[src/rtl/iterative_shift_unit.sv]
// Iterative shifter: applies one 1-bit SLL/SRL/SRA/ROR step per clock under a start/done handshake.
// A shift amount of N takes N+1 cycles from the accepting edge to the done pulse.
module iterative_shift_unit #(
    parameter int DATA_WIDTH = 32,
    parameter int AMT_WIDTH  = 5
) (
    input  logic                  clk,
    input  logic                  reset,
    input  logic                  start,
    input  logic [1:0]            shift_op,
    input  logic [DATA_WIDTH-1:0] data_in,
    input  logic [AMT_WIDTH-1:0]  shift_amount,
    output logic [DATA_WIDTH-1:0] result,
    output logic                  busy,
    output logic                  done
);

    typedef enum logic [1:0] {
        IDLE  = 2'b00,
        SHIFT = 2'b01,
        DONE  = 2'b10
    } state_t;

    localparam logic [1:0] OP_SLL = 2'b00;
    localparam logic [1:0] OP_SRL = 2'b01;
    localparam logic [1:0] OP_SRA = 2'b10;
    localparam logic [1:0] OP_ROR = 2'b11;

    state_t                state_q, state_d;
    logic [DATA_WIDTH-1:0] result_q, result_d;
    logic [AMT_WIDTH-1:0]  shiftCount_q, shiftCount_d;
    logic [1:0]            op_q, op_d;
    logic [DATA_WIDTH-1:0] stepValue;

    always_ff @(posedge clk) begin
        if (reset) begin
            state_q      <= IDLE;
            result_q     <= '0;
            shiftCount_q <= '0;
            op_q         <= OP_SLL;
        end else begin
            state_q      <= state_d;
            result_q     <= result_d;
            shiftCount_q <= shiftCount_d;
            op_q         <= op_d;
        end
    end

    always_comb begin
        stepValue = result_q;
        case (op_q)
            OP_SLL:  stepValue = {result_q[DATA_WIDTH-2:0], 1'b0};
            OP_SRL:  stepValue = {1'b0, result_q[DATA_WIDTH-1:1]};
            OP_SRA:  stepValue = {result_q[DATA_WIDTH-1], result_q[DATA_WIDTH-1:1]};
            OP_ROR:  stepValue = {result_q[0], result_q[DATA_WIDTH-1:1]};
            default: stepValue = result_q;
        endcase
    end

    // Operand, amount and op are captured only in IDLE, so later input changes are ignored.
    always_comb begin
        state_d      = state_q;
        result_d     = result_q;
        shiftCount_d = shiftCount_q;
        op_d         = op_q;
        case (state_q)
            IDLE: begin
                if (start) begin
                    result_d     = data_in;
                    shiftCount_d = shift_amount;
                    op_d         = shift_op;
                    state_d      = (shift_amount != '0) ? SHIFT : DONE;
                end
            end
            SHIFT: begin
                result_d     = stepValue;
                shiftCount_d = shiftCount_q - AMT_WIDTH'(1);
                if (shiftCount_q == AMT_WIDTH'(1)) begin
                    state_d = DONE;
                end
            end
            DONE: begin
                state_d = IDLE;
            end
            default: begin
                state_d = IDLE;
            end
        endcase
    end

    assign result = result_q;
    assign busy   = (state_q != IDLE);
    assign done   = (state_q == DONE);

endmodule

[config.mk]
export PLATFORM = sky130hd
export DESIGN_NAME = iterative_shift_unit
export DESIGN_NICKNAME = d
export VERILOG_FILES = /design/src/rtl/iterative_shift_unit.sv
export SDC_FILE = /design/constraint.sdc
export NUM_CORES = 1
export LEC_CHECK = 0
export CAP_MARGIN = 20
export CORE_ASPECT_RATIO = 1.75
export CORE_MARGIN = 4
export CORE_UTILIZATION = 52
export CTS_BUF_LIST = sky130_fd_sc_hd__clkbuf_2 sky130_fd_sc_hd__clkbuf_4 sky130_fd_sc_hd__clkbuf_8
export CTS_CLUSTER_SIZE = 24
export DETAILED_ROUTE_END_ITERATION = 10
export DONT_BUFFER_PORTS = 1
export PLACE_DENSITY = 0.67
export RECOVER_POWER = 50
export SLEW_MARGIN = 10
export SYNTH_ARGS = -nofsm -noshare
export SYNTH_HDL_FRONTEND = slang
export SYNTH_SLANG_ARGS = --single-unit
export TNS_END_PERCENT = 1
[constraint.sdc]
create_clock -name clk -period 2 [get_ports clk]
set_input_delay 0.4 -clock clk [delete_from_list [all_inputs] [get_ports clk]]
set_output_delay 0.4 -clock clk [all_outputs]
set_load 0.02 [all_outputs]
# Yosys cells after proc, flatten, opt, wreduce, memory -nomap -nowiden
# Index checks and enable logic that the tools add are counted.
# op_classes
n_addsub,1
eq_ne,9
n_mux,9
n_reduce_logical,9
# op_table
cell,n
32-bit one-hot mux with 4 select lines,1
32-bit one-hot mux with 2 select lines,1
32-bit 2-to-1 mux,1
5-bit one-hot mux with 2 select lines,1
"2-bit equality test, second input constant",3
2-bit 2-to-1 mux,3
"2-bit != test, second input constant",3
2-bit AND reduction,3
"5-bit by 1-bit equality test with 1-bit output, second input constant",1
5-bit 2-to-1 mux,1
5-bit nonzero test,1
"5-bit by 1-bit subtractor with 5-bit output, second input constant",1
"2-bit by 1-bit equality test with 1-bit output, second input constant",2
2-bit zero test,2
2-bit one-hot mux with 2 select lines,1
2-bit nonzero test,2
3-bit AND reduction,1
# totals
regBits,41
out_inout_bits,34
elab_cells,33

# Depth between registers and ports, before layout
# Gate-level depths: netlist of the first run.
# logic_depth
word_depth,4
depth_mapped,6

# Least setup slack after synthesis of the first run
# Ideal clock, no wire load.
# synth_path
path_type,flip-flop to output port
start,reg state_q[1]
end,out done
arrival_time_ns,1.009
required_time_ns,1.600
slack_ns,0.591
stages_incl_launch_ff,3
path_buffers,1
path_cell_list,dfxtp_1 buf_2 nor2b_1
# synth_between
elab_chain_len,1
# synth_lines
item,line_no,source
"start, declared",29,"state_t state_q, state_d;"
"start signal, assigned",42,state_q <= state_d;
2-bit equality test,93,assign done = (state_q == DONE);
"end, declared",15,output logic done
# No other way between the ends.

# Worst setup path after layout of the first run
# Ends and elaborated chain as after synthesis.

==> results.py, run 1 <==
metrics = {
    "yosys": {
        "yosysUniqueCellTypes": 44,
        "synthesis.area_um2": 2510,
        "synth_commonest_cells": "dfxtp_1 (41), nor2_1 (35), a211oi_1 (28), nand3_1 (28), o21a_1 (27)",
        "syn_inst": 285,
        "synthArstFlopShare": 0,
        "ys_ff_latch": 41,
        "synth.area.top_cells": "dfxtp_1 (33%), o31ai_2 (9.5%), a211oi_1 (8.4%)",
        "synth-main-ff-cell": "dfxtp_1",
        "yosysWarnings": 0,
        "ys_seq_area_frac": 0.327,
        "synth_top_area_frac": 0.327,
        "syn_area_per_cell_um2": 8.81,
        "yosysMostFrequentCell": "dfxtp_1",
        "yosys.area.top_type": "dfxtp_1",
        "synth_nets": 329,
        "synth-edff-count": 0,
    },
    "clocking": {
        "cts_resized": 0,
        "clockBufferDepth": 2,
        "clkSinkCount": 41,
        "clk_pin_slew_ps": 80,
        "clock_latency_ps": 290,
        "ctsHoldBuffers": 0,
        "numCtsBuffers": 5,
        "cts_tree": "done",
        "cts_setup_buffers": 0,
        "cts_max_level": 2,
        "cts_root_buffer": "clkbuf_8",
    },
    "sta": {
        "hold_viol_final": 0,
        "grt_setup_unrepaired": "no",
        "worstMarginPinSlew_ps": 742,
        "clock.fmax_ghz": 0.623,
        "setup_tns_ps": 0,
        "period_share": 0.802,
        "period_minus_slack_ps": 1600,
        "finalMaxSlewViolations": 0,
        "maxSlewHeadroom": 0.505,
        "finalSetupViolCount": 0,
        "skew_ps": 7.25,
    },
    "grt": {
        "grt_antenna_before_repair": 0,
        "grt_max_degree": 33,
        "overflow": 0,
        "grt_pass1_vias": 2165,
        "grt_use_total": 0.221,
        "grt_pass1_wl_um": 10500,
    },
    "pwr": {
        "p_seq_frac": 0.498,
        "swShare": 0.401,
        "p_clk_frac": 0.219,
        "peakVddDrop_uv": 662,
        "cellPowerDensity_nw_per_um2": 971,
        "internal-power_mw": 1.50,
        "p_total_mw": 2.50,
        "comb_power_share": 0.283,
        "switching_power_mw": 1.00,
        "power.leakage_nw": 0.941,
    },
    "floorplan": {
        "die_area_um2": 6050,
        "dieWidth_um": 60.5,
        "io_pins": 76,
        "coreArea_um2": 4670,
        "start_util": 0.538,
        "fp-row-count": 33,
        "die_y_um": 99.9,
    },
    "placement": {
        "hpwl_um": 4490,
        "numPortBuffers": 0,
        "gp_congestion": 0.881,
        "post_dp_cell_area_um2": 2500,
    },
    "routing": {
        "wl_per_cell_um": 19.2,
        "drt_iter0_markers": 84,
        "drc": 0,
        "final_antenna_net_count": 0,
        "routed_wl_um": 6370,
        "via_count": 2168,
        "firstDrtPassIters": 4,
        "via_per_inst": 6.55,
    },
    "job": {
        "cap_violations": 0,
    },
    "min_path": {
        "min_to": "shiftCount_q[4]",
        "hold_start": "reset",
        "whs_path_depth": 1,
        "hold_path.class": "in -> reg",
    },
    "run_status": {
        "status": "finished, final reports clean",
    },
    "layout": {
        "finalCoreUtilization": 0.551,
        "final_cell_area_um2": 2570,
        "area_delta_synth_final_pct": 2.44,
        "drive_above_1_share": 0.179,
        "diodes": 0,
        "nets": 322,
    },
    "setup_path": {
        "crit_type": "reg -> out",
        "crit_path_top_delay_cell": "dfxtp_1",
        "worstSetupStartpointType": "register",
        "ff2ff_setup_slack_ps": 460,
        "r2r_end": "result[31]",
        "worstPathCellList": "nor2b_1",
        "path_max_fanout": 9,
        "worstRegToRegCells": 5,
        "slowest_delay_ps": 490,
        "cp-end-kind": "output port",
        "path_buf_inv": 0,
        "worstPathArrival_ps": 1200,
        "critPathRequiredTime_ps": 1600,
        "timing.rr.start": "op_q[1]",
        "startpoint": "state_q[1]",
        "crit_family": "flip-flops",
    },
}
-- placed cells by master (no fill, tap or decap), types with 3 or more instances in the layout --
master,Yosys,final
o31ai_2,19,19
o311a_1,3,3
clkbuf_8,0,5
a211oi_1,28,28
o21ai_0,8,8
nand3_1,28,28
nor2_1,35,35
o21a_1,27,27
nand2_1,5,5
a21oi_1,3,3
o31ai_1,9,9
a31oi_1,4,4
dfxtp_1,41,41
buf_4,5,14
inv_1,9,9
-- how the worst max path moves through the flow --
stage / endpoint / slack (ps) / cells after the start
2_1_floorplan: done / 590 / 2
3_3_place_gp: result[28] / 500 / 3
3_5_place_dp: result[29] / 430 / 3
4_1_cts: done / 340 / 1
5_1_grt: result[22] / 320 / 5
6_report: done / 400 / 1
-- through the flow --
step	setup WS [ps]	hold WS [ps]	cells
floorplan	591	484	285
finish	396	162	331
CTS	336	157	331
global placement	500	470	323
detailed placement	430	469	323
global route	322	151	331
-- kinds of logic (layout without fill, tap and decap cells) --
kind of cell,after synthesis,in the layout,share of synthesized area
buffers and inverters,38,32,0.0887
AOI/OAI and AO/OA,114,114,0.385
and+or+nand+nor,88,88,0.181
DFF,41,41,0.327
muxes,2,2,0.00798
adders and majority gates,2,2,0.00997
-- worst register-to-register path: stages (launching register included) --
cell      delay (ps)
dfxtp_1          310
buf_4            200
nor2_2           140
clkbuf_2         340
a211oi_1         150
o41ai_2          310
-- registers in the layout, summed over array words and instances (netlist names) --
register      flops
shiftCount_q      5
result           32
op_q              2
state_q           2
-- final cells by class --
cell class,instances,area (um^2)
Inverter,9,33.8
Clock buffer,6,76.3
Sequential cell,41,821
Clock inverter,2,10.0
Fill cell,460,2090
Tap cell,52,65.1
Timing Repair Buffer,15,110
Multi-Input combinational cell,206,1460
-- routing by layer --
| layer | wire, um | GRT usage | up-vias |
|---|---|---|---|
| met3 | 435 | 0.0553 | 5 |
| met4 | 73 | 0.0718 | 0 |
| met2 | 3250 | 0.370 | 61 |
| met5 | 0 | 0 | - |
| li1 | - | - | 1057 |
| met1 | 2610 | 0.271 | 1045 |
-- power by group through the flow --
stage          clock (mW)  combinational (mW)  sequential [mW]
3_3_place_gp            0               0.701             1.26
4_1_cts             0.560               0.718             1.25
3_5_place_dp            0               0.715             1.27
6_report            0.547               0.708             1.24
2_1_floorplan           0               0.635             1.20
5_1_grt             0.596               0.792             1.27
Note: power is estimated with default switching activity, not from simulation.
==> run 2, diff against run 1 <==
==> constraint.sdc (replaced) <==
create_clock -name clk -period 1.66 [get_ports clk]
set_input_delay 0.332 -clock clk [delete_from_list [all_inputs] [get_ports clk]]
set_output_delay 0.332 -clock clk [all_outputs]
set_load 0.02 [all_outputs]
==> run 2 against run 1 <==
Register-to-register slack got worse by 330 ps. Critical path depth is 1 higher. Global-route usage shrank 0.45 points. First-iteration DRC count decreased by 8.3%. Sequential share of layout area decreased by 1.0 points. Count of clock-buffer cells in the layout increased by 1. Design area increased by 3.4%. Setup slack worse by 310 ps. Flip-flop and latch count is the same. Combinational power grew 26%. Total power is 30% higher.
==> results.py, run 2 (same netlist as run 1, synthesis figures left out) <==
metrics = {
    "layout": {
        "drive_above_1_share": 0.188,
        "final_cell_mix": "dfxtp_1 (41), nor2_1 (35), a211oi_1 (28), nand3_1 (28), o21a_1 (27)",
        "nets": 325,
        "finalCoreUtilization": 0.570,
        "fill_cells": 437,
        "diodes": 0,
        "final_common_cell": "dfxtp_1",
        "area_delta_synth_final_pct": 5.88,
        "final_cell_area_um2": 2660,
        "layoutNonFillerInstCount": 334,
        "largest_reg_flops": 32,
    },
    "sta": {
        "period_minus_slack_ps": 1570,
        "maxSlewHeadroom": 0.705,
        "finalSetupViolCount": 0,
        "hold_viol_final": 0,
        "finalMaxSlewViolations": 0,
        "fin_ws_ps": 85.9,
        "clock.fmax_ghz": 0.635,
        "period_share": 0.948,
        "worstMarginPinSlew_ps": 442,
        "setup_tns_ps": 0,
        "grt_setup_unrepaired": "no",
        "skew_ps": 7.88,
    },
    "routing": {
        "via_per_inst": 6.49,
        "drc": 0,
        "drt_iter0_markers": 77,
        "via_count": 2169,
        "final_antenna_net_count": 0,
        "routed_wl_um": 6430,
        "firstDrtPassIters": 4,
        "wl_per_cell_um": 19.2,
    },
    "setup_path": {
        "crit_path_top_delay_cell": "or2_2",
        "slowest_delay_ps": 380,
        "worstPathArrival_ps": 1240,
        "crit_family": "simple AND/OR/NAND/NOR gates",
        "worstPathCellList": "clkbuf_2 -> or2_2",
        "worstSetupStartpointType": "register",
        "path_buf_inv": 1,
        "cp-end-kind": "output port",
        "crit_type": "reg -> out",
        "path_max_fanout": 7,
        "critPathRequiredTime_ps": 1330,
    },
    "placement": {
        "gp_congestion": 0.768,
        "post_dp_cell_area_um2": 2540,
        "numPortBuffers": 0,
        "hpwl_um": 4540,
        "dp.cells": 325,
        "pre_cts_slack_ps": 57.8,
    },
    "clocking": {
        "cts_setup_buffers": 0,
        "clkSinkCount": 41,
        "ctsHoldBuffers": 0,
        "clock_latency_ps": 300,
        "clk_pin_slew_ps": 90,
        "cts_root_buffer": "clkbuf_8",
        "cts_max_level": 2,
        "numCtsBuffers": 5,
        "clockBufferDepth": 2,
        "cts_tree": "done",
    },
    "floorplan": {
        "start_util": 0.538,
        "fp-row-count": 33,
        "io_pins": 76,
        "dieWidth_um": 60.5,
        "die_area_um2": 6050,
        "coreArea_um2": 4670,
        "die_y_um": 99.9,
    },
    "grt": {
        "grt_pass1_wl_um": 10300,
        "overflow": 0,
        "grt_pass1_vias": 2045,
        "grt_max_degree": 32,
        "grt_use_total": 0.217,
        "grt_antenna_before_repair": 0,
    },
    "min_path": {
        "hold_path.class": "in -> reg",
    },
    "job": {
        "cap_violations": 0,
    },
    "pwr": {
        "power.leakage_nw": 0.979,
        "peakVddDrop_uv": 834,
        "cellPowerDensity_nw_per_um2": 1230,
    },
    "run_status": {
        "status": "finished, final reports clean",
    },
}
run 2: worst register-to-register path, cell delays in order, from the launching register on:
cell and delay, ps:
dfxtp_1 440, nand2b_1 420, buf_12 210, a211oi_1 60, o41ai_2 310
run 2: layer usage:
metal,up-vias,GRT usage,share of wire
li1,1063,-,-
met1,1031,0.258,0.40
met2,65,0.362,0.51
met3,10,0.0669,0.070
met4,0,0.0718,0.015
met5,-,0,0
run 2: final timing paths:
check                                start         endpoint  slack, ps  cells past startpoint
worst max-delay path            state_q[0]             busy         90                      2
worst min-delay path                 reset  shiftCount_q[3]         90                      1
worst max register to register  state_q[1]       result[31]        130                      4
worst min register to register  result[29]       result[29]        480                      2
run 2: cell type report:
class                      instances  area, um^2  area share
tap                               52        65.1      0.0245
clock buffer                       7        90.1      0.0339
inverter                           9        33.8      0.0127
multi-input combinational        207        1470       0.555
sequential                        41         821       0.309
timing repair buffer              17         144      0.0541
clock inverter                     1        30.0      0.0113
run 2: report_power, final:
group          internal [mW]  switching (mW)  total (mW)  leakage [nW]
Sequential              1.14           0.344        1.49         0.339
Combinational          0.374           0.519       0.893         0.578
Clock                  0.507           0.369       0.876        0.0619
run 2: timing repair:
| action | 4_1_cts | 5_1_grt |
|---|---|---|
| resized for setup | 1 | 1 |
| cloned | 0 | 1 |
| pin swaps | 0 | 0 |
| endpoints found under the setup margin | 1 | 27 |
run 2: through the flow:
step	power [mW]	hold WS [ps]
5_1_grt	3.44	77.6
6_report	3.26	88.6
3_5_place_dp	2.41	404
3_3_place_gp	2.40	401
2_1_floorplan	2.21	479
4_1_cts	3.28	81.1
==> run 3, diff against run 2 <==
--- a/config.mk
+++ b/config.mk
@@ -5,6 +5,7 @@
 export SDC_FILE = /design/constraint.sdc
 export NUM_CORES = 1
 export LEC_CHECK = 0
+export ABC_AREA = 1
 export CAP_MARGIN = 20
 export CORE_ASPECT_RATIO = 1.75
 export CORE_MARGIN = 4
@@ -15,6 +16,7 @@
 export DONT_BUFFER_PORTS = 1
 export PLACE_DENSITY = 0.67
 export RECOVER_POWER = 50
+export SKIP_LAST_GASP = 1
 export SLEW_MARGIN = 10
 export SYNTH_ARGS = -nofsm -noshare
 export SYNTH_HDL_FRONTEND = slang
==> run 3 against run 2 <==
Routed wire length shrank 9.5%. Sequential share of layout area up 4.1 points. Hold slack better by 14 ps. Via count grew 2.5%. Cell count is 12% higher. Largest cell class unchanged.
==> results.py, run 3 <==
metrics = {
    "run_status": {
        "status": "finished, final reports clean",
    },
    "min_path": {
        "hold_path.class": "in -> reg",
        "whs_path_depth": 1,
    },
    "yosys": {
        "yosysMostFrequentCell": "o21ai_0",
        "synth_commonest_cells": "o21ai_0 (68), nor2_1 (45), dfxtp_1 (41), a21oi_1 (40), o21ai_1 (32)",
        "synthesis.area_um2": 2230,
        "synth-edff-count": 0,
        "yosysUniqueCellTypes": 21,
        "syn_area_per_cell_um2": 6.71,
        "yosys.area.top_type": "dfxtp_1",
        "syn_inst": 333,
        "synthArstFlopShare": 0,
        "yosysWarnings": 0,
        "synth-main-ff-cell": "dfxtp_1",
        "ys_seq_area_frac": 0.368,
        "synth.area.top_cells": "dfxtp_1 (37%), o21ai_0 (15%), a21oi_1 (9.0%)",
        "ys_ff_latch": 41,
        "synth_top_area_frac": 0.368,
        "synth_nets": 377,
    },
    "pwr": {
        "p_clk_frac": 0.229,
        "power.leakage_nw": 0.927,
        "cellPowerDensity_nw_per_um2": 1130,
        "peakVddDrop_uv": 866,
        "internal-power_mw": 1.63,
        "switching_power_mw": 1.02,
        "swShare": 0.386,
        "p_seq_frac": 0.516,
        "comb_power_share": 0.255,
    },
    "setup_path": {
        "crit_family": "buffers and inverters",
        "worstPathCellList": "inv_2 -> nand2_1 -> clkbuf_2 -> o21ai_0 -> a21oi_1",
        "path_max_fanout": 32,
        "path_buf_inv": 2,
        "crit_path_top_delay_cell": "clkbuf_2",
        "cp-end-kind": "register",
        "slowest_delay_ps": 500,
        "worstSetupStartpointType": "register",
        "worstPathArrival_ps": 1650,
        "crit_type": "reg -> reg",
        "worstSetupPathDepth": 5,
        "worstRegToRegCells": 5,
        "critPathRequiredTime_ps": 1880,
    },
    "clocking": {
        "clkSinkCount": 41,
        "ctsHoldBuffers": 0,
        "cts_setup_buffers": 0,
        "cts_resized": 0,
        "cts_tree": "done",
        "clock_latency_ps": 290,
        "clockBufferDepth": 2,
        "clk_pin_slew_ps": 80,
        "numCtsBuffers": 5,
        "cts_root_buffer": "clkbuf_8",
        "cts_max_level": 2,
    },
    "sta": {
        "finalMaxSlewViolations": 0,
        "fin_hold_ws_ps": 102,
        "hold_viol_final": 0,
        "fin_ws_ps": 235,
        "period_minus_slack_ps": 1420,
        "clock.fmax_ghz": 0.702,
        "grt_setup_unrepaired": "no",
        "skew_ps": 3.82,
        "worstMarginPinSlew_ps": 601,
        "setup_tns_ps": 0,
        "finalSetupViolCount": 0,
        "period_share": 0.858,
        "maxSlewHeadroom": 0.599,
    },
    "floorplan": {
        "coreArea_um2": 4150,
        "io_pins": 76,
        "start_util": 0.538,
        "dieWidth_um": 57.5,
        "die_area_um2": 5450,
        "die_y_um": 94.7,
        "fp-row-count": 31,
    },
    "layout": {
        "final_cell_area_um2": 2350,
        "diodes": 0,
        "final_cell_mix": "o21ai_0 (68), nor2_1 (45), dfxtp_1 (41)",
        "largest_reg_flops": 32,
        "drive_above_1_share": 0.0895,
        "final_common_cell": "o21ai_0",
        "area_delta_synth_final_pct": 5.15,
        "nets": 369,
    },
    "routing": {
        "via_count": 2223,
        "routed_wl_um": 5820,
        "drc": 0,
        "firstDrtPassIters": 4,
        "via_per_inst": 5.96,
        "wl_per_cell_um": 15.6,
        "drt_iter0_markers": 67,
        "final_antenna_net_count": 0,
    },
    "grt": {
        "grt_max_degree": 53,
        "grt_use_total": 0.220,
        "grt_pass1_wl_um": 9670,
        "grt_pass1_vias": 2110,
        "overflow": 0,
        "grt_antenna_before_repair": 0,
    },
    "placement": {
        "numPortBuffers": 0,
        "hpwl_um": 4040,
        "pre_cts_slack_ps": 295,
        "gp_congestion": 0.826,
        "post_dp_cell_area_um2": 2280,
    },
    "job": {
        "cap_violations": 0,
    },
}
run 3: changes by cell type in the layout (fill, tap and decap cells not counted), sizes merged, moves of 4 or more:
cell	delta
inv	+20
nor2	+10
a21oi	+47
buf	-8
a31oi	-4
nand2b	-4
o21ai	+92
a211oi	-28
nand3	-18
o31ai	-28
nand2	+24
clkbuf	-4
o21a	-27
run 3: cell type report:
cell class | count | area (um^2)
tap | 49 | 61.3
sequential | 41 | 821
clock buffer | 5 | 68.8
timing repair buffer | 7 | 100
clock inverter | 1 | 5.00
fill | 417 | 1800
inverter | 29 | 109
multi-input combinational | 241 | 1180
run 3: worst paths after layout:
kind                     endpoint  slack [ps]             from
setup / recovery        result[1]         240       state_q[1]
hold / removal    shiftCount_q[3]         100            reset
setup reg to reg        result[1]         240       state_q[1]
hold reg to reg   shiftCount_q[4]         490  shiftCount_q[4]
run 3: per-layer routing:
layer | GRT usage | share of wire | vias up
met5 | 0 | 0 | -
met3 | 0.0807 | 0.069 | 13
met4 | 0.114 | 0.027 | 0
met2 | 0.372 | 0.51 | 66
li1 | - | - | 1107
met1 | 0.234 | 0.39 | 1037
run 3: metrics by stage:
stage / utilization / power [mW] / std cells
detailed placement: 0.549 / 2.07 / 367
finish: 0.566 / 2.66 / 373
CTS: 0.566 / 2.68 / 373
floorplan: - / 1.90 / 333
global placement: 0.549 / 2.06 / 367
global route: 0.566 / 2.83 / 373
run 3: kinds of logic (layout without fill, tap and decap cells):
group	Yosys count	count (layout)	share of synthesized area
buffers and inverters	51	42	0.105
adders and majority gates	2	2	0.0112
AOI/OAI and AO/OA	152	152	0.360
DFF	41	41	0.368
and+or+nand+nor	87	87	0.157
run 3: power groups by stage:
stage	logic [mW]	clock network (mW)	registers (mW)
after floorplan	0.556	0	1.35
after global placement	0.664	0	1.39
after detailed placement	0.678	0	1.39
after CTS	0.682	0.631	1.37
after global routing	0.778	0.662	1.39
final	0.677	0.609	1.37
